### config.mk
export PLATFORM = sky130hd
export DESIGN_NAME = glb_dma_ld_nd
export DESIGN_NICKNAME = d
export VERILOG_FILES = /design/src/rtl/glb_dma_ld_nd.sv
export SDC_FILE = /design/constraint.sdc
export NUM_CORES = 1
export LEC_CHECK = 0
export CORE_MARGIN = 2
export CORE_UTILIZATION = 43
export CTS_CLUSTER_SIZE = 12
export DETAILED_ROUTE_END_ITERATION = 10
export GPL_ROUTABILITY_DRIVEN = 0
export PLACE_DENSITY_LB_ADDON = 0.2
export SETUP_SLACK_MARGIN = 0.02
export SYNTH_ARGS = -nofsm -noshare
export SYNTH_HDL_FRONTEND = slang
export SYNTH_SLANG_ARGS = --single-unit
### constraint.sdc
create_clock -name clk -period 11.9 [get_ports clk]
set_input_delay 1.19 -clock clk [delete_from_list [all_inputs] [get_ports clk]]
set_output_delay 1.19 -clock clk [all_outputs]
set_load 0.01 [all_outputs]
### src/rtl/glb_dma_ld_nd.sv
// rtl/glb_dma_ld_nd.sv - header-queued nested-loop GLB read address generator (optional GLB_DMA_LD_REPEAT_EN)
module glb_dma_ld_nd #(
    parameter int QUEUE_DEPTH    = 4,
    parameter int LOOP_LEVEL     = 3,
    parameter int GLB_ADDR_WIDTH = 22,
    parameter int CNT_WIDTH      = 21
) (
    input  logic                                 clk,
    input  logic                                 reset_n,
    input  logic                                 hdr_wr_en,
    input  logic [GLB_ADDR_WIDTH-1:0]            hdr_start_addr,
    input  logic [LOOP_LEVEL*CNT_WIDTH-1:0]      hdr_extent,
    input  logic [LOOP_LEVEL*GLB_ADDR_WIDTH-1:0] hdr_stride,
    input  logic                                 hdr_repeat_on,
    output logic                                 hdr_full,
    output logic                                 hdr_overflow,
    output logic [$clog2(QUEUE_DEPTH):0]         queue_count,
    input  logic                                 start_pulse,
    input  logic                                 abort,
    output logic                                 rd_en,
    output logic [GLB_ADDR_WIDTH-1:0]            rd_addr,
    input  logic                                 rd_ready,
    output logic                                 busy,
    output logic                                 done_pulse
);
    localparam int PW = $clog2(QUEUE_DEPTH);
    localparam int AW = GLB_ADDR_WIDTH;
    localparam int EW = LOOP_LEVEL*CNT_WIDTH;
    localparam int SW = LOOP_LEVEL*GLB_ADDR_WIDTH;

    typedef enum logic {S_IDLE, S_RUN} state_t;
    state_t r_state, w_state_nxt;

    logic [AW-1:0]        r_q_addr [QUEUE_DEPTH];
    logic [EW-1:0]        r_q_ext  [QUEUE_DEPTH];
    logic [SW-1:0]        r_q_str  [QUEUE_DEPTH];
    logic [PW-1:0]        r_wr_ptr, r_rd_ptr;
    logic [PW:0]          r_count;

    logic [CNT_WIDTH-1:0] r_idx  [LOOP_LEVEL];
    logic [AW-1:0]        r_base [LOOP_LEVEL];
    logic [EW-1:0]        r_ext;
    logic [SW-1:0]        r_str;
    logic                 r_done, r_ovf;

    logic [CNT_WIDTH-1:0] w_nidx  [LOOP_LEVEL];
    logic [AW-1:0]        w_nbase [LOOP_LEVEL];
    logic [LOOP_LEVEL-1:0] w_wrap, w_inc;
    logic [CNT_WIDTH-1:0] w_ext_i;
    logic [AW-1:0]        w_sval;
    logic                 w_carry, w_found, w_zero, w_last;
    logic                 w_full, w_empty, w_acc, w_fin, w_start, w_pop, w_push, w_rep;
    logic [PW-1:0]        w_push_ptr;

`ifdef GLB_DMA_LD_REPEAT_EN
    logic                 r_q_rep [QUEUE_DEPTH];
    assign w_rep = w_pop && r_q_rep[r_rd_ptr];
`else
    logic                 w_unused_rep;
    assign w_unused_rep = hdr_repeat_on;
    assign w_rep        = 1'b0;
`endif

    assign w_full     = (r_count == (PW+1)'(QUEUE_DEPTH));
    assign w_empty    = (r_count == '0);
    assign rd_en      = (r_state == S_RUN) && !w_zero;
    assign w_acc      = rd_en && rd_ready;
    assign w_fin      = (r_state == S_RUN) && (w_zero || (w_acc && w_last));
    assign w_start    = (r_state == S_IDLE) && start_pulse && !w_empty;
    assign w_pop      = !abort && !w_empty && (w_start || w_fin);
    // a recirculated header takes the tail slot ahead of any external push
    assign w_push     = hdr_wr_en && !w_full && !abort;
    assign w_push_ptr = r_wr_ptr + PW'(w_rep);

    assign hdr_full     = w_full;
    assign hdr_overflow = r_ovf;
    assign queue_count  = r_count;
    assign rd_addr      = r_base[0];
    assign busy         = (r_state == S_RUN);
    assign done_pulse   = r_done;

    // loop-nest carry chain: next indices and next base addresses on acceptance
    always_comb begin
        w_zero  = 1'b0;
        w_carry = 1'b1;
        w_found = 1'b0;
        w_sval  = '0;
        w_ext_i = '0;
        w_wrap  = '0;
        w_inc   = '0;
        for (int i = 0; i < LOOP_LEVEL; i++) begin
            w_ext_i   = r_ext[i*CNT_WIDTH +: CNT_WIDTH];
            if (w_ext_i == '0) w_zero = 1'b1;
            w_wrap[i] = (r_idx[i] == (w_ext_i - CNT_WIDTH'(1)));
            w_inc[i]  = w_carry;
            w_nidx[i] = w_carry ? (w_wrap[i] ? '0 : r_idx[i] + CNT_WIDTH'(1)) : r_idx[i];
            w_carry   = w_carry && w_wrap[i];
        end
        w_last = w_carry;
        for (int i = LOOP_LEVEL-1; i >= 0; i--) begin
            if (!w_found && w_inc[i] && !w_wrap[i]) begin
                w_found = 1'b1;
                w_sval  = r_base[i] + r_str[i*AW +: AW];
            end
            w_nbase[i] = w_found ? w_sval : r_base[i];
        end
    end

    // state register
    always_ff @(posedge clk or negedge reset_n) begin
        if (!reset_n) r_state <= S_IDLE;
        else          r_state <= w_state_nxt;
    end

    // next state: abort always wins and returns to idle
    always_comb begin
        w_state_nxt = r_state;
        case (r_state)
            S_IDLE:  if (w_start) w_state_nxt = S_RUN;
            S_RUN:   if (w_fin && w_empty) w_state_nxt = S_IDLE;
            default: w_state_nxt = S_IDLE;
        endcase
        if (abort) w_state_nxt = S_IDLE;
    end

    // header storage writes: recirculated head first, then external push
    always_ff @(posedge clk) begin
`ifdef GLB_DMA_LD_REPEAT_EN
        if (w_rep) begin
            r_q_addr[r_wr_ptr] <= r_q_addr[r_rd_ptr];
            r_q_ext[r_wr_ptr]  <= r_q_ext[r_rd_ptr];
            r_q_str[r_wr_ptr]  <= r_q_str[r_rd_ptr];
            r_q_rep[r_wr_ptr]  <= 1'b1;
        end
        if (w_push) r_q_rep[w_push_ptr] <= hdr_repeat_on;
`endif
        if (w_push) begin
            r_q_addr[w_push_ptr] <= hdr_start_addr;
            r_q_ext[w_push_ptr]  <= hdr_extent;
            r_q_str[w_push_ptr]  <= hdr_stride;
        end
    end

    // queue pointers, occupancy and one-cycle status pulses
    always_ff @(posedge clk or negedge reset_n) begin
        if (!reset_n) begin
            r_wr_ptr <= '0;
            r_rd_ptr <= '0;
            r_count  <= '0;
            r_ovf    <= 1'b0;
            r_done   <= 1'b0;
        end else begin
            r_ovf  <= hdr_wr_en && w_full && !abort;
            r_done <= w_fin && w_empty && !abort;
            if (abort) begin
                r_wr_ptr <= '0;
                r_rd_ptr <= '0;
                r_count  <= '0;
            end else begin
                r_wr_ptr <= r_wr_ptr + PW'(w_rep) + PW'(w_push);
                r_rd_ptr <= r_rd_ptr + PW'(w_pop);
                r_count  <= r_count + (PW+1)'(w_rep) + (PW+1)'(w_push) - (PW+1)'(w_pop);
            end
        end
    end

    // working registers: load on pop, advance the loop nest on acceptance
    always_ff @(posedge clk or negedge reset_n) begin
        if (!reset_n) begin
            r_ext <= '0;
            r_str <= '0;
            for (int i = 0; i < LOOP_LEVEL; i++) begin
                r_idx[i]  <= '0;
                r_base[i] <= '0;
            end
        end else if (w_pop) begin
            r_ext <= r_q_ext[r_rd_ptr];
            r_str <= r_q_str[r_rd_ptr];
            for (int i = 0; i < LOOP_LEVEL; i++) begin
                r_idx[i]  <= '0;
                r_base[i] <= r_q_addr[r_rd_ptr];
            end
        end else if (w_acc) begin
            for (int i = 0; i < LOOP_LEVEL; i++) begin
                r_idx[i]  <= w_nidx[i];
                r_base[i] <= w_nbase[i];
            end
        end
    end
endmodule

==> results.cfg <==
[synthesis]
syn_nets = 3201
yosysWarningCount = 0
synth_edf_count = 604
synth_cells = 2963
async_flop_share = 0.307
synth_cell_types = 92
yosys_most_used_dff = edfxtp_1
syn_area_per_cell_um2 = 13.4
seq_area_frac_synth = 0.625
ys_ff_latch = 872
netlist_area_um2 = 39700

[worst_setup_path]
ff2ff_path_depth = 15
critPathRequiredTime_ns = 12.47
slowest_stage = buf_4
worstSetupPathType = reg2reg
cp-start-kind = flop
arrival_ns = 6.38
endpoint_kind = flop
setup.worst_path.start = r_ext[42]
r2r_setup_slack_ns = 6.10
slowest_delay_ns = 0.64
path_delay_family = buffers and inverters
rr_endpoint = r_base[1]
cp-endpoint = r_base[1]
critPathBufInv = 5
crit_fanout = 61
cp_num_cells = 15
cp_cell_sequence = inv_1, ha_1, nor3b_1, nand4_1, or2_2, a31oi_1, nor2_1, nor4b_4, buf_4, a41oi_4, buf_4, buf_4, buf_4, nand2_1, a31oi_1
timing.rr.start = r_ext[42]
crit_top_cell = buf_4

[sta]
clock_skew_ns = 0.0236
setup_viol = 0
fin_crit_sh = 0.488
drv_slew = 0
min_period_ns = 5.80
max_slew_margin = 0.176
holdWs_ns = 0.477
worst_pin_slew_ns = 1.23
setup_tns_ns = 0
hold_viol_final = 0
rsz0062_at_grt = false
fmax_ghz = 0.172

[power]
power.density_nw_per_um2 = 230
peakVddDrop_mv = 0.116
fin_total_pwr_mw = 10.5
leakage_nw = 16.6

[clocking]
clockRootBuffer = clkbuf_16
clock-sinks = 872
ctsHoldBuffers = 0
numCtsBuffers = 93
post_cts_buffers = 0
clk_path_buf_depth = 3
postCtsResizedCells = 0
path_clk_slew_ns = 0.06
cts_tree = yes
clock_latency_ns = 0.66
cts.htree.levels = 3

[flow_run]
cap_violations = 0

[grt]
overflow = 0
grt_pass1_wl_mm = 154
grt_pass1_vias = 25683
grt_max_degree = 148
grt_util_all_layers = 0.211
antenna_found_initial = 2

[drt]
routed_wl_mm = 99.3
vias_per_cell = 5.80
drc = 0
via_count = 25437
wl_per_cell_um = 22.6
drtIter0Drc = 2289
ant_nets = 0
first_pass_iters = 5

[floorplanning]
ios = 188
start_util = 0.433
chipHeight_um = 308
die_w_um = 308
die_area_um2 = 94800
placementRows = 111
core-area_um2 = 91700

[place]
placed_cell_area_um2 = 42700
hpwl_mm = 66.5
io_buffers = 186

[cells_and_area]
finish.instance_area_um2 = 45700
area_delta_synth_final_pct = 15.0
final_nets = 3361
diodes = 0
final_common_cell = edfxtp_1
final_cell_mix = edfxtp_1, nand2_1, dfrtp_1, clkdlybuf4s50_1, mux4_2
final_layout_size_suffix_gt1_frac = 0.118

[worst_hold_path]
hold_class = in2async

[status]
status = finished clean
## report_power, final
part	switching, mW	internal, mW
Clock	1.17	1.64
Combinational	2.07	1.49
Sequential	0.456	3.68
## area by class of cell
class                   count  area, um2
clock buffers             132       2580
clock inverters            39        362
fillers                  7813      46000
inverters                  57        219
multi-input cells        1876      14000
flip-flops and latches    872      24900
well taps                1186       1480
repair buffers            223       2170
## worst min path at each step
stage | startpoint | slack [ns] | cells after the start | to
floorplan | r_str[0] | 0.45 | 2 | r_str[0]
global placement | r_str[14] | 0.48 | 2 | r_str[14]
detailed placement | r_str[59] | 0.48 | 2 | r_str[59]
CTS | reset_n | 0.47 | 1 | r_ext[21]
global route | reset_n | 0.51 | 1 | r_ext[28]
finish | reset_n | 0.48 | 1 | r_ext[20]
## cells by family (layout without fill, tap and decap cells)
logic type | after synthesis | count (layout) | share of synthesized area
and+or+nand+nor | 1012 | 1012 | 0.126
AOI/OAI and AO/OA | 483 | 483 | 0.0792
xor gates and xnor gates | 133 | 133 | 0.0293
adders and majority gates | 81 | 81 | 0.0262
DFF | 872 | 872 | 0.625
buffers and inverters | 215 | 451 | 0.0240
muxes | 167 | 167 | 0.0897
## layer usage
metal | vias up | wire (um) | track usage | share of wire
met5 | - | 20 | 0 | 0.00020
met4 | 2 | 2140 | 0.0596 | 0.022
met3 | 137 | 6900 | 0.0390 | 0.070
met2 | 851 | 46600 | 0.336 | 0.47
met1 | 12906 | 43700 | 0.297 | 0.44
li1 | 11541 | - | - | -
## registers in the layout, summed over array words and instances, names as in the netlist
signal        cells
r_q_addr         88
done_pulse        1
r_wr_ptr          2
r_str            66
r_rd_ptr          2
r_ext            63
hdr_overflow      1
r_q_str         264
r_idx            63
rd_addr          22
r_q_ext         252
busy              1
queue_count       3
r_base           44
## Yosys cell counts (10+ instances only)
| cell type | instances | area, um2 |
|---|---|---|
| o31ai_1 | 36 | 270 |
| nand2_1 | 480 | 1800 |
| mux4_2 | 151 | 3400 |
| a31oi_1 | 33 | 206 |
| or3_1 | 27 | 169 |
| a21oi_1 | 101 | 505 |
| a21o_1 | 28 | 210 |
| nand4_1 | 16 | 100 |
| ha_1 | 76 | 951 |
| nor3b_1 | 11 | 82.6 |
| buf_1 | 14 | 52.6 |
| o211ai_1 | 20 | 150 |
| and3_1 | 48 | 300 |
| nand3b_1 | 14 | 105 |
| nand3_1 | 53 | 265 |
| nor4_1 | 38 | 238 |
| nor3_1 | 95 | 475 |
| o21a_1 | 15 | 113 |
| a211oi_1 | 23 | 173 |
| edfxtp_1 | 604 | 18100 |
| xnor2_1 | 82 | 718 |
| xor2_1 | 51 | 447 |
| o21ai_0 | 132 | 661 |
| or4_1 | 16 | 120 |
| and2_1 | 10 | 62.6 |
| mux2i_1 | 15 | 150 |
| nor2_1 | 119 | 447 |
| clkbuf_1 | 88 | 330 |
| dfrtp_1 | 268 | 6710 |
| nand2b_1 | 17 | 106 |
| inv_1 | 56 | 210 |
| nor2b_1 | 13 | 81.3 |
| buf_4 | 23 | 173 |
| buf_2 | 30 | 150 |
## through the flow
| step | util | setup slack [ns] | instances |
|---|---|---|---|
| 6_report | 0.498 | 6.10 | 4385 |
| 2_1_floorplan | - | 3.06 | 2963 |
| 4_1_cts | 0.498 | 6.21 | 4385 |
| 3_3_place_gp | 0.466 | 6.33 | 4214 |
| 5_1_grt | 0.498 | 5.69 | 4385 |
| 3_5_place_dp | 0.466 | 6.22 | 4214 |
Note: power is estimated with default switching activity, not from simulation.
